==> src/rtl/motor_channel_bank.sv <==
// rtl/motor_channel_bank.sv - bank of motor channels with staggered amp power-up and filtered fault trip
module motor_channel_bank #(
   parameter int          NUM_CHAN      = 4,
   parameter bit          STAGGER       = 1'b1,
   parameter logic [7:0]  DEFAULT_DELAY = 8'd120,
   parameter logic [15:0] DEFAULT_LIM   = 16'h8418,
   parameter int          FAULT_FILT    = 16
) (
   input  logic                     clk,
   input  logic                     reset,
   input  logic                     delay_tick,
   input  logic [15:0]              reg_waddr,
   input  logic [31:0]              reg_wdata,
   input  logic                     reg_wen,
   input  logic                     ioexp_present,
   input  logic                     pwr_enable,
   input  logic                     pwr_enable_cmd,
   input  logic                     mv_amp_disable,
   input  logic                     wdog_timeout,
   input  logic [NUM_CHAN-1:0]      amp_fault,
   input  logic [NUM_CHAN-1:0]      safety_trip,
   output logic [16*NUM_CHAN-1:0]   cur_cmd,
   output logic [4*NUM_CHAN-1:0]    ctrl_mode,
   output logic [NUM_CHAN-1:0]      cur_ctrl,
   output logic [16*NUM_CHAN-1:0]   cur_lim,
   output logic [NUM_CHAN-1:0]      safety_en,
   output logic [NUM_CHAN-1:0]      clr_safety,
   output logic [NUM_CHAN-1:0]      amp_enable_cmd,
   output logic [NUM_CHAN-1:0]      amp_disable_pin,
   output logic [NUM_CHAN-1:0]      amp_disable_f,
   output logic [32*NUM_CHAN-1:0]   motor_status,
   output logic [32*NUM_CHAN-1:0]   motor_config
);

   localparam logic [3:0] ADDR_MAIN        = 4'h0;
   localparam logic [3:0] OFF_DAC_CTRL     = 4'h1;
   localparam logic [3:0] OFF_MOTOR_CONFIG = 4'hC;
   localparam logic [7:0] FILT_LAST        = 8'(FAULT_FILT - 1);

   typedef enum logic [1:0] {S_OFF = 2'd0, S_WAIT = 2'd1, S_RAMP = 2'd2, S_ON = 2'd3} seq_state_t;

   logic [15:0]   cmd_q      [NUM_CHAN];
   logic [3:0]    mode_q     [NUM_CHAN];
   logic [7:0]    delay_q    [NUM_CHAN];
   logic [15:0]   lim_q      [NUM_CHAN];
   logic [7:0]    filt_q     [NUM_CHAN];
   logic [7:0]    tick_q     [NUM_CHAN];
   logic [7:0]    tick_d     [NUM_CHAN];
   seq_state_t    state_q    [NUM_CHAN];
   seq_state_t    state_d    [NUM_CHAN];
   logic [NUM_CHAN-1:0] reg_disable, disable_safety, force_disable_f, fault_lat;
   logic [NUM_CHAN-1:0] dac_wen, cfg_wen, sdis, amp_dis, grant;
   logic                any_ramp, granted;
   logic                mode_ok;

   assign mode_ok = (reg_wdata[27:24] == 4'd0) || ((reg_wdata[27:24] == 4'd1) && ioexp_present);

   always_comb begin
      dac_wen = '0;
      cfg_wen = '0;
      for (int i = 0; i < NUM_CHAN; i++) begin
         dac_wen[i] = reg_wen && (reg_waddr == {ADDR_MAIN, 4'd0, 4'(i + 1), OFF_DAC_CTRL});
         cfg_wen[i] = reg_wen && (reg_waddr == {ADDR_MAIN, 4'd0, 4'(i + 1), OFF_MOTOR_CONFIG});
      end
   end

   assign amp_enable_cmd = dac_wen & {NUM_CHAN{reg_wdata[29] & reg_wdata[28]}};
   assign clr_safety     = {NUM_CHAN{pwr_enable_cmd}} | amp_enable_cmd;
   assign sdis           = {NUM_CHAN{wdog_timeout}} | safety_trip | fault_lat;
   assign amp_dis        = reg_disable | {NUM_CHAN{mv_amp_disable}};

   always_ff @(posedge clk) begin
      if (reset) begin
         for (int i = 0; i < NUM_CHAN; i++) begin
            cmd_q[i]   <= 16'h8000;
            mode_q[i]  <= 4'd0;
            delay_q[i] <= DEFAULT_DELAY;
            lim_q[i]   <= DEFAULT_LIM;
            filt_q[i]  <= 8'd0;
         end
         reg_disable     <= '1;
         disable_safety  <= '0;
         force_disable_f <= '0;
         fault_lat       <= '0;
      end else begin
         for (int i = 0; i < NUM_CHAN; i++) begin
            if (dac_wen[i]) begin
               if (reg_wdata[31] && mode_ok) begin
                  cmd_q[i]  <= reg_wdata[15:0];
                  mode_q[i] <= reg_wdata[27:24];
               end
               reg_disable[i] <= ~pwr_enable | sdis[i] |
                                 (reg_wdata[29] ? ~reg_wdata[28] : reg_disable[i]);
            end else begin
               if (cfg_wen[i]) begin
                  disable_safety[i]  <= reg_wdata[31];
                  force_disable_f[i] <= reg_wdata[30];
                  delay_q[i]         <= reg_wdata[23:16];
                  lim_q[i]           <= reg_wdata[15:0];
               end
               reg_disable[i] <= reg_disable[i] | sdis[i];
            end
            // Fault must persist FAULT_FILT consecutive enabled cycles before it latches
            if (clr_safety[i]) begin
               fault_lat[i] <= 1'b0;
               filt_q[i]    <= 8'd0;
            end else if (!amp_dis[i] && !amp_fault[i]) begin
               if (filt_q[i] == FILT_LAST) fault_lat[i] <= 1'b1;
               else                        filt_q[i]    <= filt_q[i] + 8'd1;
            end else begin
               filt_q[i] <= 8'd0;
            end
         end
      end
   end

   always_ff @(posedge clk) begin
      if (reset) begin
         for (int i = 0; i < NUM_CHAN; i++) begin
            state_q[i] <= S_OFF;
            tick_q[i]  <= 8'd0;
         end
      end else begin
         for (int i = 0; i < NUM_CHAN; i++) begin
            state_q[i] <= state_d[i];
            tick_q[i]  <= tick_d[i];
         end
      end
   end

   always_comb begin
      grant    = '0;
      granted  = 1'b0;
      any_ramp = 1'b0;
      for (int i = 0; i < NUM_CHAN; i++) begin
         if (state_q[i] == S_RAMP) any_ramp = 1'b1;
      end
      // Lowest-index waiting channel wins the single ramp slot
      for (int i = 0; i < NUM_CHAN; i++) begin
         if (state_q[i] == S_WAIT && !amp_dis[i]) begin
            if (!STAGGER) begin
               grant[i] = 1'b1;
            end else if (!any_ramp && !granted) begin
               grant[i] = 1'b1;
               granted  = 1'b1;
            end
         end
      end
      for (int i = 0; i < NUM_CHAN; i++) begin
         state_d[i] = state_q[i];
         tick_d[i]  = tick_q[i];
         if (amp_dis[i]) begin
            state_d[i] = S_OFF;
         end else begin
            case (state_q[i])
               S_OFF:  state_d[i] = ioexp_present ? S_WAIT : S_ON;
               S_WAIT: if (grant[i]) begin
                          state_d[i] = S_RAMP;
                          tick_d[i]  = 8'd0;
                       end
               S_RAMP: if (tick_q[i] == delay_q[i]) begin
                          state_d[i] = S_ON;
                       end else if (delay_tick) begin
                          tick_d[i] = tick_q[i] + 8'd1;
                          if (tick_d[i] == delay_q[i]) state_d[i] = S_ON;
                       end
               default: state_d[i] = S_ON;
            endcase
         end
      end
   end

   always_comb begin
      cur_cmd         = '0;
      ctrl_mode       = '0;
      cur_ctrl        = '0;
      cur_lim         = '0;
      safety_en       = '0;
      amp_disable_pin = '0;
      amp_disable_f   = '0;
      motor_status    = '0;
      motor_config    = '0;
      for (int i = 0; i < NUM_CHAN; i++) begin
         cur_cmd[16*i +: 16]  = cmd_q[i];
         ctrl_mode[4*i +: 4]  = mode_q[i];
         cur_ctrl[i]          = ~(ioexp_present & (mode_q[i] == 4'd1));
         cur_lim[16*i +: 16]  = lim_q[i];
         safety_en[i]         = ~disable_safety[i] & cur_ctrl[i];
         amp_disable_pin[i]   = amp_dis[i] | (ioexp_present & (state_q[i] != S_ON));
         amp_disable_f[i]     = ~force_disable_f[i] & amp_dis[i];
         motor_status[32*i +: 32] = {fault_lat[i], 1'b0, amp_fault[i], ~reg_disable[i],
                                     mode_q[i], state_q[i], 1'b0, cur_ctrl[i], 2'b00,
                                     safety_trip[i], ~(amp_dis[i] | amp_fault[i]), cmd_q[i]};
         motor_config[32*i +: 32] = {disable_safety[i], force_disable_f[i], 4'd0, ioexp_present,
                                     1'b1, delay_q[i], lim_q[i]};
      end
   end

endmodule

==> config.mk <==
export PLATFORM = sky130hd
export DESIGN_NAME = motor_channel_bank
export DESIGN_NICKNAME = d
export VERILOG_FILES = /design/src/rtl/motor_channel_bank.sv
export SDC_FILE = /design/constraint.sdc
export NUM_CORES = 1
export LEC_CHECK = 0
export CORE_AREA = 5 5 188 190
export DETAILED_ROUTE_END_ITERATION = 8
export DIE_AREA = 0 0 193 195
export PLACE_DENSITY = 0.74
export SETUP_SLACK_MARGIN = 0.1
export SYNTH_ARGS = -nofsm -noshare
export SYNTH_HDL_FRONTEND = slang
export SYNTH_SLANG_ARGS = --single-unit
==> constraint.sdc <==
create_clock -name clk -period 3.3 [get_ports clk]
set_input_delay 0.66 -clock clk [delete_from_list [all_inputs] [get_ports clk]]
set_output_delay 0.66 -clock clk [all_outputs]
set_load 0.02 [all_outputs]
After elaboration in Yosys (flattened, before gate mapping)

Memory sizes are Yosys's and may differ from the RTL's.
Index checks and enable logic that the tools add are counted.

Muxes and demuxes: 185
$add $sub $neg: 8
Reductions and logical operators: 51
Bitwise gates (word level): 104
Equal/unequal tests: 37

Operators by type and width:

| kind                | count |
|---|---|
| $mux 8              | 36 |
| $mux 16             | 8 |
| $mux 1              | 104 |
| $add 8x1->8 const B | 8 |
| $eq 16x6->1 const B | 4 |
| $eq 8x8->1          | 8 |
| $pmux 8 s2          | 4 |
| $or 1x1->1          | 56 |
| $mux 2              | 25 |
| $eq 16x5->1 const B | 2 |
| $eq 16x7->1 const B | 2 |
| $eq 8x4->1 const B  | 4 |
| $not 1->1           | 26 |
| $pmux 2 s3          | 4 |
| $logic_and 1x1->1   | 21 |
| $eq 4x1->1 const B  | 5 |
| $and 1x1->1         | 17 |
| $mux 4              | 4 |
| $or 4x4->4          | 4 |
| $reduce_and 2->1    | 8 |
| $logic_not 1->1     | 12 |
| $eq 2x1->1 const B  | 4 |
| $eq 2x2->1 const B  | 4 |
| $logic_not 2->1     | 4 |
| other kinds (5)     | 11 |

Memories kept: 7
Bits of input ports: 65
Logic and storage cells: 405
Flip-flop bits (word level): 16
Output and inout bits: 424
Bits in writable memories: 248

Memory list:

| memory      | words | width | rd ports | clocked after Yosys merged registers in | write ports | RTL line | text |
|---|---|---|---|---|---|---|---|
| cmd_q       | 4     | 16    | 4        | 0                                       | 4           | 42       | `logic [15:0] cmd_q [NUM_CHAN];` |
| lim_q       | 4     | 16    | 4        | 0                                       | 4           | 45       | `logic [15:0] lim_q [NUM_CHAN];` |
| delay_q     | 4     | 8     | 4        | 0                                       | 4           | 44       | `logic [7:0] delay_q [NUM_CHAN];` |
| filt_q      | 4     | 8     | 4        | 0                                       | 4           | 46       | `logic [7:0] filt_q [NUM_CHAN];` |
| tick_q      | 4     | 8     | 4        | 0                                       | 4           | 47       | `logic [7:0] tick_q [NUM_CHAN];` |
| mode_q      | 4     | 4     | 4        | 0                                       | 4           | 43       | `logic [3:0] mode_q [NUM_CHAN];` |
| +1 memories | n/a   | n/a   | n/a      | n/a                                     | n/a         | n/a      |  |

Logic depth before layout (Yosys ltp)

Gate-level depths: netlist of run 1.
An unclocked memory read counts as a cell.

Depth after elaboration: 24
Depth in mapped cells: 8

Worst setup path before layout of run 1

Ideal clock, no wire load.

Path type: input to output
Start: in reg_waddr[13]
End: out clr_safety[0]
Data arrival time: 2,355 ps
Cell stages on the path: 5
Setup slack: 285 ps
Path through: or4_1 > buf_2 > or3_1 > nor2_1 > or2_2

Longest elaborated chain between the ends: 4

RTL lines:

| item                  | RTL line | text |
|---|---|---|
| from (decl)           | 12       | `input logic [15:0] reg_waddr,` |
| $eq 16x5->1           | 62       | `dac_wen[i] = reg_wen && (reg_waddr == {ADDR_MAIN, 4'd0, 4'(i + 1), OFF_DAC_CTRL});` |
| $logic_and 1x1->1     | 62       |  |
| $and 4x4->4           | 67       | `assign amp_enable_cmd = dac_wen & {NUM_CHAN{reg_wdata[29] & reg_wdata[28]}};` |
| net amp_enable_cmd[0] | 28       | `output logic [NUM_CHAN-1:0] amp_enable_cmd,` |
| $or 4x4->4            | 68       | `assign clr_safety = {NUM_CHAN{pwr_enable_cmd}} \| amp_enable_cmd;` |
| to (decl)             | 27       | `output logic [NUM_CHAN-1:0] clr_safety,` |

The timed path passes the listed nets, and every way through them passes these cells.

Worst setup path in the final report of run 1

Start: in reg_waddr[13]
End: out clr_safety[0]

Longest elaborated chain between the ends: 4

RTL lines:

| item              | RTL line |
|---|---|
| $eq 16x5->1       | 62 |
| $logic_and 1x1->1 | 62 |
| $and 4x4->4       | 67 |
| $or 4x4->4        | 68 |

Every way passes these cells.

==> run_results.csv, run 1 <==
group,metric,value,unit
sta,worst_slew_pin_slew,580,ps
sta,finClkSkew,13.1,ps
sta,hold_viol,0,
floorplanning,rows,67,
worst_setup_path,worstSetupEndpointType,"output pin",
synthesis,ys_types,61,
clock_tree,cts_num_sinks,264,
placement,dp_hpwl,33900,um
clock_tree,clock-root-buffer,"clkbuf_16",
clock_tree,cts.clk_slew.worst_paths,60,ps
detailed_routing,wl_met3,3610,um
sta,post-route-period-util,95.7,%
clock_tree,cts_buffers,29,
grt,grt_pass1_wl,65000,um
clock_tree,htree_num_levels,1,
detailed_routing,route.final.wire_length,43900,um
synthesis,syn_area,13500,um^2
sta,max_slew_margin,61.0,%
grt,gr-total-overflow,0,
power_and_ir_drop,p_sw_share,25.3,%
power_and_ir_drop,combPwrFrac,14.0,%
floorplanning,core-area,33300,um^2
floorplanning,die-area,37600,um^2
outcome,status,"completed",
detailed_routing,vias_per_cell,4.99,
detailed_routing,drc_errors,0,
detailed_routing,first_pass_iters,5,
floorplanning,initial_core_util,40.6,%
worst_setup_path,path_class,"in2out",
sta,finalCriticalPeriod,3160,ps
power_and_ir_drop,ir_worst_vdd,354,uV
synthesis,ys_ff_latch,264,
synthesis,netlist_instances,1231,
floorplanning,die_x,193,um
detailed_routing,dr_wl_met2,21500,um
worst_setup_path,crit_fanout,5,
finish,layout.nets,1656,
clock_tree,clkLatencyLatePin,550,ps
detailed_routing,wl_met1,17700,um
worst_setup_path,r2r_cells,6,
detailed_routing,vias,10200,
power_and_ir_drop,power_frac_clock,39.1,%
finish,area_growth,37.9,%
worst_setup_path,arrival,2500,ps
worst_setup_path,start_kind,"primary input",
finish,drive_above_1_share,8.73,%
detailed_routing,highest_layer,"met4",
detailed_routing,drt-initial-drc-count,736,
grt,grt_pass1_vias,10600,
sta,grt_setup_unrepaired,"yes",
placement,place.port_buffers,452,
flow_run,drv_cap,0,
power_and_ir_drop,cellPowerDensity,436,nW/um^2
synthesis,avgSynthCellArea,11.0,um^2
sta,setup_viol,0,
floorplanning,io-pin-count,489,
detailed_routing,wl_per_cell,21.4,um
sta,finalSetupTns,0,ps
power_and_ir_drop,power_frac_seq,47.0,%
finish,final_util,56.0,%
synthesis,synth_warnings,0,
synthesis,yosysSeqAreaShare,54.5,%
synthesis,synth-edff-count,208,
placement,place_congestion,0.912,
hold_path,holdCritPathClass,"reg2reg",
sta,fmax,0.317,GHz
clock_tree,cts.path.max_buffers,3,
power_and_ir_drop,intPower,0.00606,W
worst_setup_path,max_stage_delay,570,ps
power_and_ir_drop,switching_power,0.00206,W
worst_setup_path,required,2640,ps
grt,grt_start_max_net_pins,32,
grt,grt_usage,22.4,%
floorplanning,chipHeight,195,um
worst_setup_path,cpMaxStageDelayCell,"or4_4",
clock_tree,cts_tree,"built",
sta,finalMaxSlewViolations,0,
hold_path,whs_path_depth,1,
synthesis,synth_flop_cell,"edfxtp_1",
detailed_routing,ant_nets,0,
worst_setup_path,crit_chain,"clkdlybuf4s50_1 > or4_4 > or3_4 > nor2_2 > or2_2 > buf_2",
power_and_ir_drop,leakage,6.72,nW
grt,antenna_found_initial,1,
synthesis,synth-async-reset-ratio,0,%
## synthesized netlist by cell type, types with 2 or more instances
library cell  count  area (um^2)
and3_1            9         56.3
and4_1            3         26.3
nor2_1          122          458
and2_1          127          795
nor3_1           17         85.1
xnor2_1          51          447
nor4_1           23          144
edfxtp_1        208         6250
mux2i_1          11          110
nor2b_1           8         50.1
nor4bb_1          2         20.0
a21o_1            5         37.5
nor2_4            2         22.5
nand3b_1          2         15.0
nand2_1          49          184
a211oi_1          4         30.0
dfxtp_1          56         1120
conb_1            2         7.51
inv_1            19         71.3
nor4b_1           7         61.3
o21a_1            5         37.5
o31ai_1           2         15.0
a21oi_1          20          100
ha_1              8          100
or4_1             6         45.0
buf_1             2         7.51
buf_4           196         1470
nor3_4            2         32.5
nor3b_1           5         37.5
o21ai_0          17         85.1
buf_2             4         20.0
clkbuf_2          3         15.0
a211o_1           5         43.8
clkbuf_1         27          101
nand4_1          15         93.8
or2_2            16          100
o22ai_1           5         31.3
a311oi_1          2         17.5
buf_6             2         22.5
nand2b_1         26          163
or3_1            30          188
xor2_1           48          420
nand3_1          36          180
a31oi_1           5         31.3
## power groups by stage
stage	Clock, W	Sequential, W	Combinational, W
6_report	0.00317	0.00381	0.00113
5_1_grt	0.00338	0.00382	0.00118
4_1_cts	0.00324	0.00381	0.00114
3_5_place_dp	0	0.00388	0.00114
3_3_place_gp	0	0.00388	0.00113
2_1_floorplan	0	0.00398	0.000482
## cell type report
cell class,instances,area (um^2)
fill,2856,14600
sequential,264,7370
timing repair buffer,509,5070
multi-input combinational,760,4640
clock buffer,33,751
tap,448,561
clock inverter,19,171
inverter,19,71.3
antenna,2,5.00
## cell families after synthesis
family | count (synthesis) | synth area share [%]
AND/OR/NAND/NOR | 515 | 21.0
multiplexers | 11 | 0.815
adder cells (fa/ha/maj) | 8 | 0.740
buffers and inverters | 253 | 12.6
flip-flops | 264 | 54.5
XOR/XNOR | 99 | 6.41
AO/OA/AOI/OAI | 79 | 3.84
other | 2 | 0.0556
## layer usage
metal | GRT usage, % | vias up
li1 | - | 4726
met1 | 29.4 | 5025
met2 | 37.6 | 428
met3 | 4.95 | 66
met4 | 6.06 | 0
met5 | 0 | -
## path summary, 6_finish.rpt
check,startpoint,to,slack [ps]
max,reg_waddr[13],clr_safety[0],140
min,fault_lat[2]$_SDFFE_PP0P_,fault_lat[2]$_SDFFE_PP0P_,500
max reg2reg,reg_disable[0]$_SDFF_PP1_,tick_q[3][1]$_SDFFE_PP0P_,1010
min reg2reg,fault_lat[2]$_SDFFE_PP0P_,fault_lat[2]$_SDFFE_PP0P_,500
## layout by cell type (no fill, tap or decap), types with 6 or more instances in the layout
cell,netlist,layout
nor2b_1,8,8
clkdlybuf4s50_1,0,444
clkbuf_16,0,29
and3_1,9,9
or2_2,16,16
nand3_1,36,36
clkinv_1,0,6
clkinv_2,0,7
nor4b_1,7,7
buf_4,196,44
o21ai_0,17,17
buf_12,0,13
buf_2,4,8
edfxtp_1,208,208
nor2_1,122,121
conb_1,2,48
dfxtp_1,56,56
or3_1,30,29
a21oi_1,20,20
nor4_1,23,22
nand2b_1,26,26
xnor2_1,51,51
nor3_1,17,17
mux2i_1,11,11
nand2_1,49,49
nand4_1,15,15
ha_1,8,8
xor2_1,48,48
and2_1,127,127
inv_1,19,19
## registers in the layout (all words and copies together) (netlist names)
register         cells
cmd_q               64
lim_q               64
delay_q             32
filt_q              32
tick_q              32
mode_q              16
state_q              8
disable_safety       4
fault_lat            4
force_disable_f      4
reg_disable          4
## repair_timing
action,4_1_cts,5_1_grt
hold buffers,0,0
pin swaps,1,0
gates resized for setup,31,4
endpoints found under the setup margin,8,8
setup buffers,0,0
endpoints found under the hold margin,0,0
gates cloned,0,0
## metrics by stage
stage	cell area [um^2]	instances	hold slack [ps]	power, W	worst slack [ps]
global route	18600	2052	520	0.00838	78.5
CTS	18700	2052	499	0.00819	131
detailed placement	17700	2000	483	0.00501	-501
global placement	17700	2000	478	0.00501	-463
floorplan	13700	1277	473	0.00446	285
finish	18600	2054	497	0.00812	141
## worst max-delay path: cells and delay by family
family        cells  cell delay, ps
buf+inv           2             580
simple gates      4            1270
Note: power is estimated with default switching activity, not from simulation.
==> run 2, diff against run 1 <==
--- a/config.mk
+++ b/config.mk
@@ -5,10 +5,9 @@
 export SDC_FILE = /design/constraint.sdc
 export NUM_CORES = 1
 export LEC_CHECK = 0
-export CORE_AREA = 5 5 188 190
+export CORE_MARGIN = 5
+export CORE_UTILIZATION = 25
 export DETAILED_ROUTE_END_ITERATION = 8
-export DIE_AREA = 0 0 193 195
-export PLACE_DENSITY = 0.74
 export SETUP_SLACK_MARGIN = 0.1
 export SYNTH_ARGS = -nofsm -noshare
 export SYNTH_HDL_FRONTEND = slang
==> constraint.sdc (replaced) <==
create_clock -name clk -period 3.6 [get_ports clk]
set_input_delay 0.72 -clock clk [delete_from_list [all_inputs] [get_ports clk]]
set_output_delay 0.72 -clock clk [all_outputs]
set_load 0.02 [all_outputs]
==> run 2 against run 1 <==
  * Utilization decreased by 20 points
  * Power decreased by 1.1%
  * Clock power increased by 10%
  * Clock skew increased by 8.4 ps
  * Critical path depth unchanged
  * Sequential share of layout area decreased by 1.0 points
  * Critical path type unchanged
  * Largest power group unchanged
==> run_results.csv, run 2 (same netlist as run 1, synthesis figures left out) <==
group,metric,value,unit
outcome,status,"completed",
worst_setup_path,crit_family,"simple AND/OR/NAND/NOR gates",
floorplanning,die_x,243,um
placement,dp.cells,2246,
sta,timing.final.ws_setup,119,ps
worst_setup_path,worstSetupEndpointType,"output pin",
power_and_ir_drop,cellPowerDensity,420,nW/um^2
worst_setup_path,r2r_end,"tick_q[3][1]$_SDFFE_PP0P_",
grt,grt_usage,15.3,%
detailed_routing,first_pass_iters,5,
grt,gr-total-overflow,0,
power_and_ir_drop,intPower,0.00604,W
sta,worst_slew_pin_slew,794,ps
worst_setup_path,required,2880,ps
worst_setup_path,r2r_cells,6,
finish,reg.largest.list,"cmd_q (64), lim_q (64)",
clock_tree,cts_buffers,30,
clock_tree,hold_buffers,0,
power_and_ir_drop,power_frac_seq,43.6,%
floorplanning,die-area,58800,um^2
worst_setup_path,crit_chain,"clkdlybuf4s50_1 > or4_4 > or3_4 > nor2_1 > or2_2 > clkdlybuf4s15_2",
sta,finalCriticalPeriod,3480,ps
grt,grt_pass1_wl,69300,um
clock_tree,htree_num_levels,1,
finish,layout.nets,1655,
clock_tree,cts_num_sinks,264,
detailed_routing,drc_errors,0,
clock_tree,cts.clk_slew.worst_paths,60,ps
power_and_ir_drop,combPwrFrac,12.9,%
finish,final_common_cell,"clkdlybuf4s50_1",
power_and_ir_drop,leakage,6.80,nW
flow_run,drv_cap,0,
detailed_routing,wl_per_cell,20.7,um
sta,holdWs,500,ps
power_and_ir_drop,power_frac_clock,43.5,%
power_and_ir_drop,switching_power,0.00198,W
clock_tree,clock-root-buffer,"clkbuf_16",
power_and_ir_drop,p_sw_share,24.7,%
sta,post-route-period-util,96.7,%
finish,layout_common_cells,"444 x clkdlybuf4s50_1, 208 x edfxtp_1, 127 x and2_1, 121 x nor2_1, 56 x dfxtp_1",
worst_setup_path,r2r_setup_slack,1250,ps
placement,place_congestion,0.874,
sta,max_slew_margin,46.9,%
worst_setup_path,rr_startpoint,"reg_disable[0]$_SDFF_PP1_",
detailed_routing,vias,10200,
detailed_routing,route.final.wire_length,47600,um
detailed_routing,vias_per_cell,4.43,
floorplanning,rows,85,
finish,area_growth,41.4,%
finish,final_util,35.6,%
grt,grt_start_max_net_pins,35,
power_and_ir_drop,ir_worst_vdd,323,uV
placement,dp_slack,-317,ps
hold_path,hold_end,"fault_lat[3]$_SDFFE_PP0P_",
clock_tree,cts_tree,"built",
sta,finClkSkew,21.5,ps
detailed_routing,ant_nets,0,
sta,fmax,0.287,GHz
sta,setup_viol,0,
floorplanning,initial_core_util,25.2,%
worst_setup_path,critPathBufInv,2,
sta,hold_viol,0,
clock_tree,cts.path.max_buffers,3,
hold_path,whs_path_depth,1,
placement,dp_hpwl,37000,um
worst_setup_path,cpMaxStageDelayCell,"or4_4",
worst_setup_path,start_kind,"primary input",
floorplanning,core-area,53700,um^2
hold_path,hp-start,"fault_lat[3]$_SDFFE_PP0P_",
grt,grt_pass1_vias,10600,
sta,grt_setup_unrepaired,"yes",
sta,finalMaxSlewViolations,0,
floorplanning,io-pin-count,489,
grt,antenna_found_initial,0,
worst_setup_path,max_stage_delay,550,ps
floorplanning,chipHeight,243,um
detailed_routing,drt-initial-drc-count,701,
worst_setup_path,crit_fanout,4,
finish,stdcell_count,2304,
clock_tree,cts_setup_buffers,0,
clock_tree,clkLatencyLatePin,570,ps
worst_setup_path,arrival,2760,ps
placement,place.port_buffers,452,
finish,drive_above_1_share,9.03,%
clock_tree,cts_resized,20,
hold_path,holdCritPathClass,"reg2reg",
worst_setup_path,path_class,"in2out",
run 2: changes by cell type in the layout (fill, tap and decap cells not counted), sizes merged:
cell,change
buf,-8
inv,+2
clkinvlp,+1
bufinv,+4
clkbuf,+7
clkdlybuf4s15,+4
clkinv,-8
run 2: area by class of cell:
cell class | instances | area [um^2]
Fill cell | 5281 | 34600
Sequential cell | 264 | 7370
Timing Repair Buffer | 507 | 5010
Multi-Input combinational cell | 760 | 4650
Tap cell | 696 | 871
Clock buffer | 38 | 856
Clock inverter | 18 | 293
Inverter | 19 | 71.3
Antenna cell | 2 | 5.00
run 2: power by group through the flow:
| stage | clock network [W] | registers, W | logic [W] |
|---|---|---|---|
| 4_1_cts | 0.00358 | 0.00350 | 0.00105 |
| 3_5_place_dp | 0 | 0.00356 | 0.00104 |
| 3_3_place_gp | 0 | 0.00356 | 0.00104 |
| 6_report | 0.00349 | 0.00350 | 0.00104 |
| 2_1_floorplan | 0 | 0.00365 | 0.000442 |
| 5_1_grt | 0.00369 | 0.00351 | 0.00108 |
run 2: routing by layer:
| metal | part of all wire (%) | wire length [um] | track usage (%) | vias up |
|---|---|---|---|---|
| met1 | 43 | 20500 | 19.9 | 4976 |
| li1 | - | - | - | 4737 |
| met3 | 6.0 | 2880 | 2.80 | 63 |
| met5 | 0 | 0 | 0 | - |
| met4 | 3.0 | 1430 | 4.50 | 0 |
| met2 | 48 | 22900 | 25.9 | 424 |
run 2: per-stage QoR:
stage          area (um^2)  power, W  setup TNS [ps]
2_1_floorplan        13700   0.00409               0
4_1_cts              19100   0.00813               0
3_5_place_dp         18000   0.00460           -1830
6_report             19100   0.00803               0
5_1_grt              19100   0.00829               0
3_3_place_gp         18000   0.00461           -1790
run 2: how the worst max path moves through the flow:
stage                                to  cells past startpoint     startpoint  slack (ps)
after floorplan           clr_safety[0]                      5  reg_waddr[13]         470
after global placement    clr_safety[3]                      6  reg_waddr[13]        -320
after detailed placement  clr_safety[0]                      6  reg_waddr[13]        -320
after CTS                 clr_safety[3]                      6  reg_waddr[13]         100
after global routing      clr_safety[3]                      6  reg_waddr[13]          70
final                     clr_safety[3]                      6  reg_waddr[13]         120
==> run 3, diff against run 2 <==
--- a/config.mk
+++ b/config.mk
@@ -7,7 +7,9 @@
 export LEC_CHECK = 0
 export CORE_MARGIN = 5
 export CORE_UTILIZATION = 25
+export CTS_CLUSTER_SIZE = 12
 export DETAILED_ROUTE_END_ITERATION = 8
+export GPL_ROUTABILITY_DRIVEN = 0
 export SETUP_SLACK_MARGIN = 0.1
 export SYNTH_ARGS = -nofsm -noshare
 export SYNTH_HDL_FRONTEND = slang
==> run 3 against run 2 <==
  * Non-clock buffer count did not move
  * Global-route usage barely moved
  * Flip-flop and latch count did not move
  * First-iteration DRC count fell by 6.6%
  * Final area fell by 0.82%
  * Utilization fell by 0.29 points
  * Final cell count fell by 0.13%
  * Critical path type unchanged
  * Critical endpoint unchanged
  * Largest power group unchanged
==> run_results.csv, run 3 (same netlist as run 1, synthesis figures left out) <==
group,metric,value,unit
power_and_ir_drop,ir_worst_vdd,331,uV
worst_setup_path,r2r_cells,6,
detailed_routing,drt-initial-drc-count,655,
power_and_ir_drop,power.total,0.00760,W
detailed_routing,drc_errors,0,
detailed_routing,vias,10200,
sta,finalCriticalPeriod,3480,ps
sta,max_slew_margin,51.7,%
finish,final_common_cell,"clkdlybuf4s50_1",
worst_setup_path,r2r_setup_slack,1250,ps
worst_setup_path,arrival,2760,ps
worst_setup_path,start_kind,"primary input",
detailed_routing,wl_per_cell,20.6,um
clock_tree,htree_num_levels,1,
floorplanning,chipHeight,243,um
sta,holdWs,499,ps
finish,layout.nets,1655,
floorplanning,initial_core_util,25.2,%
placement,dp_hpwl,37000,um
floorplanning,core-area,53700,um^2
worst_setup_path,crit_fanout,4,
hold_path,whs_path_depth,1,
worst_setup_path,r2r_end,"tick_q[3][1]$_SDFFE_PP0P_",
power_and_ir_drop,leakage,6.74,nW
clock_tree,cts_num_sinks,264,
grt,grt_start_max_net_pins,35,
clock_tree,cts_setup_buffers,0,
finish,layout_common_cells,"444 x clkdlybuf4s50_1, 208 x edfxtp_1, 127 x and2_1, 121 x nor2_1, 56 x dfxtp_1",
placement,dp.cells,2246,
detailed_routing,vias_per_cell,4.44,
grt,grt_usage,15.3,%
detailed_routing,route.final.wire_length,47500,um
clock_tree,cts_tree,"built",
clock_tree,cts.path.max_buffers,3,
sta,worst_slew_pin_slew,725,ps
sta,finalMaxSlewViolations,0,
worst_setup_path,rr_startpoint,"reg_disable[0]$_SDFF_PP1_",
clock_tree,clkLatencyLatePin,570,ps
worst_setup_path,worstSetupEndpointType,"output pin",
hold_path,hold_end,"fault_lat[3]$_SDFFE_PP0P_",
placement,place.port_buffers,452,
grt,antenna_found_initial,0,
clock_tree,clock-root-buffer,"clkbuf_16",
finish,stdcell_count,2301,
sta,grt_setup_unrepaired,"yes",
floorplanning,io-pin-count,489,
finish,reg.largest.list,"cmd_q (64), lim_q (64)",
power_and_ir_drop,cellPowerDensity,401,nW/um^2
floorplanning,rows,85,
grt,gr-total-overflow,0,
clock_tree,cts.clk_slew.worst_paths,60,ps
finish,area_growth,40.3,%
grt,grt_pass1_vias,10600,
sta,post-route-period-util,96.8,%
clock_tree,cts_resized,20,
finish,drive_above_1_share,8.67,%
hold_path,hp-start,"fault_lat[3]$_SDFFE_PP0P_",
sta,finClkSkew,23.4,ps
worst_setup_path,path_class,"in2out",
detailed_routing,ant_nets,0,
sta,setup_viol,0,
floorplanning,die-area,58800,um^2
floorplanning,die_x,243,um
clock_tree,hold_buffers,0,
clock_tree,cts_buffers,30,
grt,grt_pass1_wl,69400,um
flow_run,drv_cap,0,
sta,hold_viol,0,
worst_setup_path,cp-startpoint,"reg_waddr[13]",
detailed_routing,first_pass_iters,7,
outcome,status,"completed",
worst_setup_path,required,2880,ps
sta,fmax,0.287,GHz
hold_path,holdCritPathClass,"reg2reg",
==> run 3: metal layers <==
layer  wire length [um]  GRT usage [%]
met5                  0              0
met4               1370           4.50
met3               2970           2.74
met2              22900           25.9
met1              20200           20.0
==> run 3: per-stage QoR <==
step,setup slack (ps),utilization [%],setup TNS [ps],area [um^2]
finish,115,35.3,0,19000
global route,67.4,35.3,0,19000
CTS,95.7,35.3,0,19000
detailed placement,-317,33.4,-1830,18000
global placement,-317,33.4,-1790,18000
floorplan,465,-,0,13700
==> run 3: layout make-up <==
type	count	area, um^2
Antenna cell	2	5.00
Multi-Input combinational cell	760	4650
Tap cell	696	871
Timing Repair Buffer	507	5010
Clock inverter	15	135
Sequential cell	264	7370
Clock buffer	38	856
Inverter	19	71.3
Fill cell	5294	34700
==> run 3: worst max-delay path: stages <==
cell and delay, ps:
clkdlybuf4s50_1 420, or4_4 550, or3_4 430, nor2_1 200
or2_2 180, clkdlybuf4s15_2 260
==> run 3: worst max path at each step <==
stage | endpoint | slack (ps) | cells after the start
3_5_place_dp | clr_safety[0] | -320 | 6
2_1_floorplan | clr_safety[0] | 470 | 5
3_3_place_gp | clr_safety[3] | -320 | 6
5_1_grt | clr_safety[3] | 70 | 6
4_1_cts | clr_safety[3] | 100 | 6
6_report | clr_safety[3] | 120 | 6
==> run 3: report_power, final <==
part	total [W]	internal, W	switching, W
logic	0.00104	0.000465	0.000575
registers	0.00350	0.00339	0.000111
clock network	0.00306	0.00181	0.00124
total	0.00760	0.00567	0.00193
